### src/rtl/mem_stage_controller.sv
// MEM-stage data-bus controller: ready/request handshake, sub-word lane
// formatting, alignment exceptions and the LL/SC link bit.
module mem_stage_controller (
    input  logic        clock,
    input  logic        reset,
    input  logic [31:0] Address,
    input  logic [31:0] WriteData,
    input  logic        MemRead,
    input  logic        MemWrite,
    input  logic        MemByte,
    input  logic        MemHalf,
    input  logic        MemSignExtend,
    input  logic        ReverseEndian,
    input  logic        LLSC,
    input  logic        Flush,
    input  logic        Hold,
    input  logic        Eret,
    input  logic [31:0] DataMem_In,
    input  logic        DataMem_Ready,
    output logic        DataMem_Read,
    output logic [3:0]  DataMem_Write,
    output logic [29:0] DataMem_Address,
    output logic [31:0] DataMem_Out,
    output logic [31:0] ReadData,
    output logic        M_Stall,
    output logic        EXC_AdEL,
    output logic        EXC_AdES
);

    typedef enum logic [1:0] {IDLE, BUSY, DONE} state_t;

    state_t      state_q, state_d;
    logic        ll_q, ll_d;
    logic [31:0] cap_q, cap_d;

    logic        misaligned;
    logic        sc_write;
    logic        go;
    logic        req;
    logic        xfer_done;
    logic [1:0]  lane_o;
    logic        lane_h;
    logic [3:0]  we;
    logic [7:0]  byte_sel;
    logic [15:0] half_sel;
    logic [31:0] load_fmt;
    logic [31:0] result;

    always_comb begin
        misaligned = MemByte ? 1'b0 : (MemHalf ? Address[0] : (Address[1:0] != 2'b00));
        sc_write   = MemWrite & LLSC;
        go         = (MemRead | MemWrite) & ~misaligned & ~Flush & ~(sc_write & ~ll_q);
        // BUSY keeps the request up regardless of Flush: the bus transfer cannot be aborted
        req        = ((state_q == IDLE) & go) | (state_q == BUSY);
        xfer_done  = req & DataMem_Ready;
        lane_o     = Address[1:0] ^ {2{ReverseEndian}};
        lane_h     = Address[1] ^ ReverseEndian;

        EXC_AdEL   = MemRead & misaligned & ~Flush;
        EXC_AdES   = MemWrite & misaligned & ~Flush;
        M_Stall    = req & ~DataMem_Ready;

        we          = 4'b1111;
        DataMem_Out = WriteData;
        if (MemByte) begin
            we          = 4'b1000 >> lane_o;
            DataMem_Out = {4{WriteData[7:0]}};
        end else if (MemHalf) begin
            we          = lane_h ? 4'b0011 : 4'b1100;
            DataMem_Out = {2{WriteData[15:0]}};
        end
        DataMem_Read    = req & MemRead;
        DataMem_Write   = (req & MemWrite) ? we : 4'b0000;
        DataMem_Address = Address[31:2];

        // Lane 0 is the most significant byte (big-endian numbering)
        case (lane_o)
            2'd0:    byte_sel = DataMem_In[31:24];
            2'd1:    byte_sel = DataMem_In[23:16];
            2'd2:    byte_sel = DataMem_In[15:8];
            default: byte_sel = DataMem_In[7:0];
        endcase
        half_sel = lane_h ? DataMem_In[15:0] : DataMem_In[31:16];

        if (MemByte)
            load_fmt = {{24{MemSignExtend & byte_sel[7]}}, byte_sel};
        else if (MemHalf)
            load_fmt = {{16{MemSignExtend & half_sel[15]}}, half_sel};
        else
            load_fmt = DataMem_In;

        result   = sc_write ? {31'd0, req} : load_fmt;
        ReadData = (state_q == DONE) ? cap_q : result;
    end

    always_comb begin
        state_d = state_q;
        cap_d   = cap_q;
        ll_d    = ll_q;

        if (xfer_done & MemRead & LLSC)
            ll_d = 1'b1;
        else if ((xfer_done & sc_write) | Eret)
            ll_d = 1'b0;

        case (state_q)
            IDLE: begin
                if (go & ~DataMem_Ready)
                    state_d = BUSY;
                else if (go & Hold) begin
                    state_d = DONE;
                    cap_d   = result;
                end
            end
            BUSY: begin
                if (DataMem_Ready) begin
                    state_d = Hold ? DONE : IDLE;
                    if (Hold)
                        cap_d = result;
                end
            end
            DONE: begin
                if (~Hold)
                    state_d = IDLE;
            end
            default: state_d = IDLE;
        endcase
    end

    always_ff @(posedge clock or posedge reset) begin
        if (reset) begin
            state_q <= IDLE;
            ll_q    <= 1'b0;
            cap_q   <= 32'd0;
        end else begin
            state_q <= state_d;
            ll_q    <= ll_d;
            cap_q   <= cap_d;
        end
    end

endmodule

### config.mk
export PLATFORM = sky130hd
export DESIGN_NAME = mem_stage_controller
export DESIGN_NICKNAME = d
export VERILOG_FILES = /design/src/rtl/mem_stage_controller.sv
export SDC_FILE = /design/constraint.sdc
export NUM_CORES = 1
export LEC_CHECK = 0
export ABC_AREA = 1
export CORE_ASPECT_RATIO = 2
export CORE_MARGIN = 4
export CORE_UTILIZATION = 38
export DETAILED_ROUTE_END_ITERATION = 10
export PLACE_DENSITY = 0.92
export SYNTH_ARGS = -nofsm -noshare
export SYNTH_HDL_FRONTEND = slang
export SYNTH_SLANG_ARGS = --single-unit
### constraint.sdc
create_clock -name clock -period 3.15 [get_ports clock]
set_input_delay 0.945 -clock clock [delete_from_list [all_inputs] [get_ports clock]]
set_output_delay 0.945 -clock clock [all_outputs]
set_load 0.01 [all_outputs]
== Yosys cells after proc, flatten, opt, wreduce, memory -nomap -nowiden ==
Cells that the tools add are included.
Word-level totals
  bits in registers: 35
  latch bits: 0
  RAM bits: 0
  ROM bits: 0
  input port bits: 109
  output and inout bits: 102
  word-level logic and storage cells: 79
  memories: 0
Cells by class
  add/sub/neg operators: 0
  multiply operators: 0
  div/mod/pow operators: 0
  magnitude comparators: 0
  eq/ne operators: 10
  shifts and indexed selects: 1
  mux-type cells: 27
  bitwise operators: 31
  reductions and logical operators: 7
Operators by type and width (number)
  32-bit two-way mux: 10
  32-bit case mux with 2 select lines: 1
  8-bit case mux with 3 select lines: 1
  1-bit AND: 21
  16-bit two-way mux: 1
  4-bit two-way mux: 4
  2-bit two-way mux: 5
  2-bit != test, second input constant: 4
  2-bit case mux with 3 select lines: 1
  2-bit nonzero test: 3
  1-bit NOT: 5
  5-bit AND reduction: 1
  2-bit by 1-bit == test with 1-bit output, second input constant: 2
  2-bit == test, second input constant: 2
  2-bit logical NOT: 2
  1-bit two-way mux: 4
  4-bit by 2-bit right shift with 4-bit output, first input constant: 1
  3-bit by 1-bit != test with 1-bit output, second input constant: 1
  1-bit bitwise OR: 3
  3-bit AND reduction: 1
  2-bit by 1-bit != test with 1-bit output, second input constant: 1
  2-bit bitwise XOR: 1
  1-bit bitwise XOR: 1

== Depth between registers and ports, before layout ==
Gate-level depths: netlist of the first run.
  depth in word-level cells: 14
  gate-level depth with buffers: 13
  gate-level depth less buffers: 12

== Worst setup path after synthesis of the first run ==
OpenSTA, ideal clock, no wires.
  path type: in2out
  start point: in LLSC
  end point: out ReadData[8]
  arrival time: 2.022 ns
  required time: 2.205 ns
  setup slack: 0.183 ns
  stages: 9
  path buffers: 2
  path through: nand2_1 clkbuf_1 inv_1 nor2_4 nand3_4 buf_6 nor2_2 nand2_1 nand2_1
On the way
  longest elaborated chain between the ends: 3
Ends and longest elaborated chain
  start: declaration: RTL line 14  | input logic LLSC,
  1-bit AND: RTL line 51  | sc_write = MemWrite & LLSC;
  32-bit two-way mux: RTL line 92  | result = sc_write ? {31'd0, req} : load_fmt;
  32-bit two-way mux: RTL line 93  | ReadData = (state_q == DONE) ? cap_q : result;
  end: declaration: RTL line 24  | output logic [31:0] ReadData,
No other way between the ends.

== Final worst setup path of the first run ==
  start point: in ReverseEndian
  end point: out ReadData[3]
On the way
  longest elaborated chain between the ends: 6
  elaborated cells between the ends (all ways): 11
  those cells by class: 2 x eq/ne; 6 x mux; 2 x bitwise; 1 x reduce/logical
Ends and longest elaborated chain
  start: declaration: RTL line 13  | input logic ReverseEndian,
  2-bit bitwise XOR or 1-bit bitwise XOR (tied branches): RTL line 56, 57
  2-bit == test (tied with other cells): RTL line 77  | case (lane_o)
  8-bit case mux with 3 select lines or 32-bit two-way mux (tied branches): RTL line 77, 87
  32-bit two-way mux (*): RTL line 85  | if (MemByte)
  32-bit two-way mux (*): RTL line 92
  32-bit two-way mux (*): RTL line 93
Mark *: on every way between the ends. The rest lies on a longest branch, timed or not.

==> impl_metrics.env, run 1 <==
export IMPL_ir_worst_vdd_v=0.000248
export IMPL_dieArea_um2=10900
export IMPL_drive_above_1_share=0.344
export IMPL_skew_ns=0.00535
export IMPL_remaining_drc_errors=0
export IMPL_pwr_share_comb=0.482
export IMPL_die_h_um=144
export IMPL_coreArea_um2=9010
export IMPL_rsz0062_at_grt="yes"
export IMPL_fin_crit_sh=1.07
export IMPL_max_cap_violations=0
export IMPL_route_met2_wl_um=9110
export IMPL_ios=211
export IMPL_switching_share=0.384
export IMPL_start_util=0.387
export IMPL_synth_seq_cells=35
export IMPL_final_common_cell="nand2_1"
export IMPL_grt_max_degree=36
export IMPL_setup_viol=33
export IMPL_startpoint="ReverseEndian"
export IMPL_hold_start="cap_q[24]$_DFFE_PP0P_"
export IMPL_area_growth_pct=77.9
export IMPL_grt_pass1_vias=5066
export IMPL_routed_via_density=5.87
export IMPL_ys_seq_area_frac=0.251
export IMPL_grt_use_total=0.324
export IMPL_worst_hold_slack_ns=0.480
export IMPL_violations="negative setup slack"
export IMPL_fmax_ghz=0.295
export IMPL_maxSlewViolCount=0
export IMPL_final_hold_viol_count=0
export IMPL_tritoncts="yes"
export IMPL_hp_class="flip-flop to flip-flop"
export IMPL_postSynthCellCount=592
export IMPL_antenna_found_initial=1
export IMPL_fin_crit_ns=3.39
export IMPL_leakage_uw=0.00334
export IMPL_cts_made_buffers=5
export IMPL_synth_cell_types=29
export IMPL_io_buffers=150
export IMPL_fillers=600
export IMPL_route_met3_wl_um=2030
export IMPL_first_iter_violations=809
export IMPL_ant_nets=0
export IMPL_gp_congestion=0.972
export IMPL_die_w_um=75.8
export IMPL_drt_pass1_iter_count=7
export IMPL_synth_warnings=0
export IMPL_critPathLaunchType="input pin"
export IMPL_h_tree_depth=2
export IMPL_power_density_nw_per_um2=399
export IMPL_worstPathMaxFanout=7
export IMPL_switching_power_uw=953
export IMPL_wl_met1_um=5760
export IMPL_syn_area_um2=3490
export IMPL_grt_pass1_wl_um=26100
export IMPL_wire_per_inst_um=21.8
export IMPL_vias=5198
export IMPL_routed_top_layer="met4"
export IMPL_clock_latency_ns=0.29
export IMPL_nets=890
export IMPL_status="complete, but fails checks"
export IMPL_worst_slew_pin_slew_ns=0.474
export IMPL_routed_wl_um=19300
export IMPL_num_rows=49
export IMPL_crit_required_ns=2.20
export IMPL_place_hpwl_um=11400
export IMPL_maxSlewHeadroom=0.684
export IMPL_layout_common_cells="263 x nand2_1, 72 x clkdlybuf4s50_1, 68 x buf_4"
export IMPL_arrival_ns=2.44
export IMPL_avgSynthCellArea_um2=5.89
export IMPL_cts_root_buf="clkbuf_16"
export IMPL_seqPwrFrac=0.273
export IMPL_internal_power_uw=1530
export IMPL_timing_rr_start="ll_q$_DFFE_PP0P_"
export IMPL_clkTransAtPathRegs_ns=0.06
export IMPL_overflow=0
export IMPL_synth_nets=701
export IMPL_final_setup_tns_ns=-4.42
export IMPL_layout_setup_ws_ns=-0.235
export IMPL_clockBufferDepth=2
export IMPL_clock_sinks=35
export IMPL_critical_path_endpoint_type="output port"
export IMPL_power_share_clock=0.245
export IMPL_crit_type="input pin to output port"
[critical path: stages]
cell and delay (ns):
buf_12 0.11, clkinv_8 0.07, nand2_8 0.08, nand2_8 0.07, buf_12 0.15, nand2_8 0.11, buf_6 0.15, nand2_4 0.07
o21ai_4 0.07, nor2_1 0.06, nor2_1 0.19, nand3_1 0.12, nand2_1 0.12, buf_6 0.11
[synth_stat cells (all sizes together)]
cell type	number	area share
dfrtp	35	0.25
nor2	50	0.072
or2	1	0.0018
clkinv	1	0.0014
nor3b	1	0.0022
nand3	31	0.056
nor3	2	0.0029
inv	40	0.043
nand4	2	0.0036
clkbuf	8	0.0086
o21ai	35	0.050
buf	56	0.12
nand3b	3	0.0065
nand2	302	0.33
a21oi	13	0.022
o21bai	1	0.0022
o211ai	11	0.024
[path summary, 6_finish.rpt]
kind,end,slack (ns),depth (start not counted)
min,cap_q[24]$_DFFE_PP0P_,0.48,2
max reg2reg,cap_q[4]$_DFFE_PP0P_,1.11,10
min in group asynchronous,cap_q[14]$_DFFE_PP0P_,1.05,3
min reg2reg,cap_q[24]$_DFFE_PP0P_,0.48,2
max in group asynchronous,cap_q[27]$_DFFE_PP0P_,1.76,3
max,ReadData[3],-0.24,14
[registers in the layout, indices dropped and copies added (netlist names)]
name     cells
state_q      2
ll_q         1
cap_q       32
[metal layers]
layer / up-vias / global-route usage
met5: - / 0
met4: 0 / 0.294
met3: 216 / 0.0777
met2: 484 / 0.513
met1: 2318 / 0.336
li1: 2180 / -
[power by group through the flow]
stage	registers (µW)	logic [µW]	clock network, µW
6_report	677	1190	608
5_1_grt	687	1270	635
4_1_cts	666	1050	605
3_5_place_dp	671	943	0
3_3_place_gp	664	925	0
2_1_floorplan	651	519	0
[what timing repair did]
action                                  4_1_cts  5_1_grt
cloned                                        5        1
gates resized for setup                     324      103
pin swaps                                    40       63
setup buffers                                20       20
endpoints found under the setup margin       64       51
hold buffers                                  0        0
[final cells by class]
cell class | instances | area [µm²] | area share
Sequential cell | 35 | 876 | 0.141
Timing Repair Buffer | 244 | 2260 | 0.365
Inverter | 41 | 185 | 0.0298
Clock inverter | 2 | 38.8 | 0.00625
Antenna cell | 1 | 2.50 | 0.000403
Clock buffer | 6 | 139 | 0.0224
Tap cell | 102 | 128 | 0.0206
Multi-Input combinational cell | 454 | 2580 | 0.415
[logic make-up after synthesis]
kind of cell,count (synthesis),synth area share
AO/OA/AOI/OAI,60,0.0979
flip-flops,35,0.251
AND/OR/NAND/NOR,392,0.479
buffers and inverters,105,0.172
[through the flow]
stage | total power, µW | area [µm²] | setup slack (ns) | instances | utilization
6_report | 2480 | 6210 | -0.235 | 885 | 0.689
4_1_cts | 2320 | 5810 | -0.116 | 868 | 0.645
2_1_floorplan | 1170 | 3490 | 0.183 | 592 | -
3_5_place_dp | 1610 | 5130 | -1.12 | 836 | 0.569
5_1_grt | 2590 | 6210 | -0.336 | 885 | 0.689
3_3_place_gp | 1590 | 5130 | -1.01 | 836 | 0.569
No activity file was read; power rests on OpenSTA's default activity.
==> run 2: changes to the inputs <==
- CORE_UTILIZATION: 38 -> 35
- CTS_BUF_LIST: default -> sky130_fd_sc_hd__clkbuf_8
- PLACE_DENSITY: 0.92 -> 0.89
- clock period: 3.15 -> 2.94 ns (I/O delays scaled with it)
==> run 2 against run 1 <==
Effect of this change: the flow still finishes with violations (negative setup slack); hold slack about the same; final area is 4.1% lower; routed wire length is 14% lower; largest power group unchanged; critical endpoint is now ReadData[1].
==> impl_metrics.env, run 2 (synthesis gave the netlist of run 1 again) <==
export IMPL_remaining_drc_errors=0
export IMPL_grt_max_degree=36
export IMPL_wire_per_inst_um=18.3
export IMPL_rsz0062_at_grt="yes"
export IMPL_final_common_cell="nand2_1"
export IMPL_maxSlewViolCount=0
export IMPL_cp_slowest_cell="buf_4"
export IMPL_timing_rr_start="ll_q$_DFFE_PP0P_"
export IMPL_routed_wl_um=16600
export IMPL_arrival_ns=2.29
export IMPL_crit_cells=14
export IMPL_hp_class="flip-flop to flip-flop"
export IMPL_coreArea_um2=9760
export IMPL_max_cap_violations=0
export IMPL_ir_worst_vdd_v=0.000205
export IMPL_dieArea_um2=11700
export IMPL_routed_via_density=5.28
export IMPL_first_iter_violations=506
export IMPL_ff2ff_setup_slack_ns=1.09
export IMPL_worst_slew_pin_slew_ns=0.500
export IMPL_grt_use_total=0.280
export IMPL_skew_ns=0.0144
export IMPL_critPathLaunchType="input pin"
export IMPL_setup_viol=31
export IMPL_area_growth_pct=70.6
export IMPL_ant_nets=0
export IMPL_vias=4795
export IMPL_final_hold_viol_count=0
export IMPL_drive_above_1_share=0.321
export IMPL_final_setup_tns_ns=-3.04
export IMPL_num_rows=51
export IMPL_reg2reg_depth=12
export IMPL_fmax_ghz=0.315
export IMPL_crit_top_cell="nand2_1"
export IMPL_path_delay_family="simple AND/OR/NAND/NOR gates"
export IMPL_layout_setup_ws_ns=-0.236
export IMPL_largest_register_ffs=32
export IMPL_leakage_uw=0.00312
export IMPL_grt_pass1_vias=4803
export IMPL_clockBufferDepth=2
export IMPL_worst_hold_slack_ns=0.480
export IMPL_crit_type="input pin to output port"
export IMPL_violations="negative setup slack"
export IMPL_clkTransAtPathRegs_ns=0.07
export IMPL_clock_sinks=35
export IMPL_top_register="cap_q"
export IMPL_crit_required_ns=2.06
export IMPL_power_uw=2280
export IMPL_tritoncts="yes"
export IMPL_fillers=815
export IMPL_clock_latency_ns=0.30
export IMPL_critical_path_endpoint_type="output port"
export IMPL_worstReg2RegEnd="cap_q[18]$_DFFE_PP0P_"
export IMPL_nets=883
export IMPL_crit_end="ReadData[1]"
export IMPL_cp_num_buf_inv=5
export IMPL_die_h_um=149
export IMPL_gp_congestion=0.933
export IMPL_fin_crit_ns=3.18
export IMPL_fin_crit_sh=1.08
export IMPL_place_hpwl_um=11600
export IMPL_h_tree_depth=2
export IMPL_power_density_nw_per_um2=383
export IMPL_ctsHoldBuffers=0
export IMPL_cp_slowest_stage_delay_ns=0.17
export IMPL_maxSlewHeadroom=0.667
export IMPL_crit_chain="buf_12 > inv_8 > nand2_4 > nand2_4 > buf_4 > nor2_2 > buf_6 > nand2_1 > nand3_1 > nand2_1 > nand2_2 > nand3_1 > nand2_1 > buf_2"
export IMPL_die_w_um=78.6
export IMPL_status="complete, but fails checks"
export IMPL_ios=211
export IMPL_startpoint="ReverseEndian"
export IMPL_cts_root_buf="clkbuf_8"
export IMPL_fin_util=0.610
export IMPL_reg_top3="cap_q: 32 flops, state_q: 2 flops, ll_q: 1 flops"
export IMPL_grt_pass1_wl_um=25100
export IMPL_drt_pass1_iter_count=5
export IMPL_antenna_found_initial=0
export IMPL_io_buffers=150
export IMPL_worstPathMaxFanout=6
export IMPL_cts_made_buffers=5
export IMPL_layout_common_cells="273 x nand2_1, 66 x buf_4, 64 x clkdlybuf4s50_1"
export IMPL_overflow=0
export IMPL_start_util=0.357
run 2: how the worst min path moves through the flow:
stage / depth (start not counted) / start / to / slack (ns)
6_report: 2 / cap_q[16]$_DFFE_PP0P_ / cap_q[16]$_DFFE_PP0P_ / 0.48
5_1_grt: 2 / cap_q[10]$_DFFE_PP0P_ / cap_q[10]$_DFFE_PP0P_ / 0.50
4_1_cts: 2 / cap_q[16]$_DFFE_PP0P_ / cap_q[16]$_DFFE_PP0P_ / 0.48
3_5_place_dp: 2 / cap_q[13]$_DFFE_PP0P_ / cap_q[13]$_DFFE_PP0P_ / 0.47
3_3_place_gp: 2 / cap_q[0]$_DFFE_PP0P_ / cap_q[0]$_DFFE_PP0P_ / 0.46
2_1_floorplan: 2 / cap_q[0]$_DFFE_PP0P_ / cap_q[0]$_DFFE_PP0P_ / 0.45
run 2: stage by stage:
stage / setup WS [ns] / std cells / cell area [µm²]
4_1_cts: -0.158 / 900 / 5790
5_1_grt: -0.294 / 907 / 5950
3_5_place_dp: -1.16 / 865 / 5210
2_1_floorplan: 0.0995 / 592 / 3490
3_3_place_gp: -1.14 / 865 / 5210
6_report: -0.236 / 908 / 5950
run 2: tightest hold or removal path, cell delays in order, from the launching register on:
cell     delay [ns]
dfrtp_1        0.34
nand2_1        0.05
nand2_1        0.05
run 2: layout make-up:
type                            instances  area [µm²]  share of cell area
Inverter                               41         183              0.0307
Clock buffer                            6        82.6              0.0139
Antenna cell                            1        2.50            0.000420
Sequential cell                        35         876               0.147
Clock inverter                          2        16.3             0.00273
Tap cell                              132         165              0.0277
Timing Repair Buffer                  237        2170               0.365
Multi-Input combinational cell        454        2450               0.412
run 2: routing by layer:
metal	track usage	up-vias	share of wire
met5	0	-	0
met4	0.210	0	0.093
met3	0.0466	136	0.089
met2	0.498	341	0.51
met1	0.284	2150	0.31
li1	-	2168	-
run 2: timing repair:
action,in CTS,in global routing
buffers inserted,25,8
resized for setup,369,37
gates cloned,2,0
pin swaps,49,32
endpoints found under the setup margin,65,55
run 2: power breakdown:
part	internal [µW]	total (µW)	leakage (µW)	switching (µW)
Clock	191	390	0.0000474	199
Sequential	631	712	0.000455	81.1
Combinational	542	1180	0.00262	634
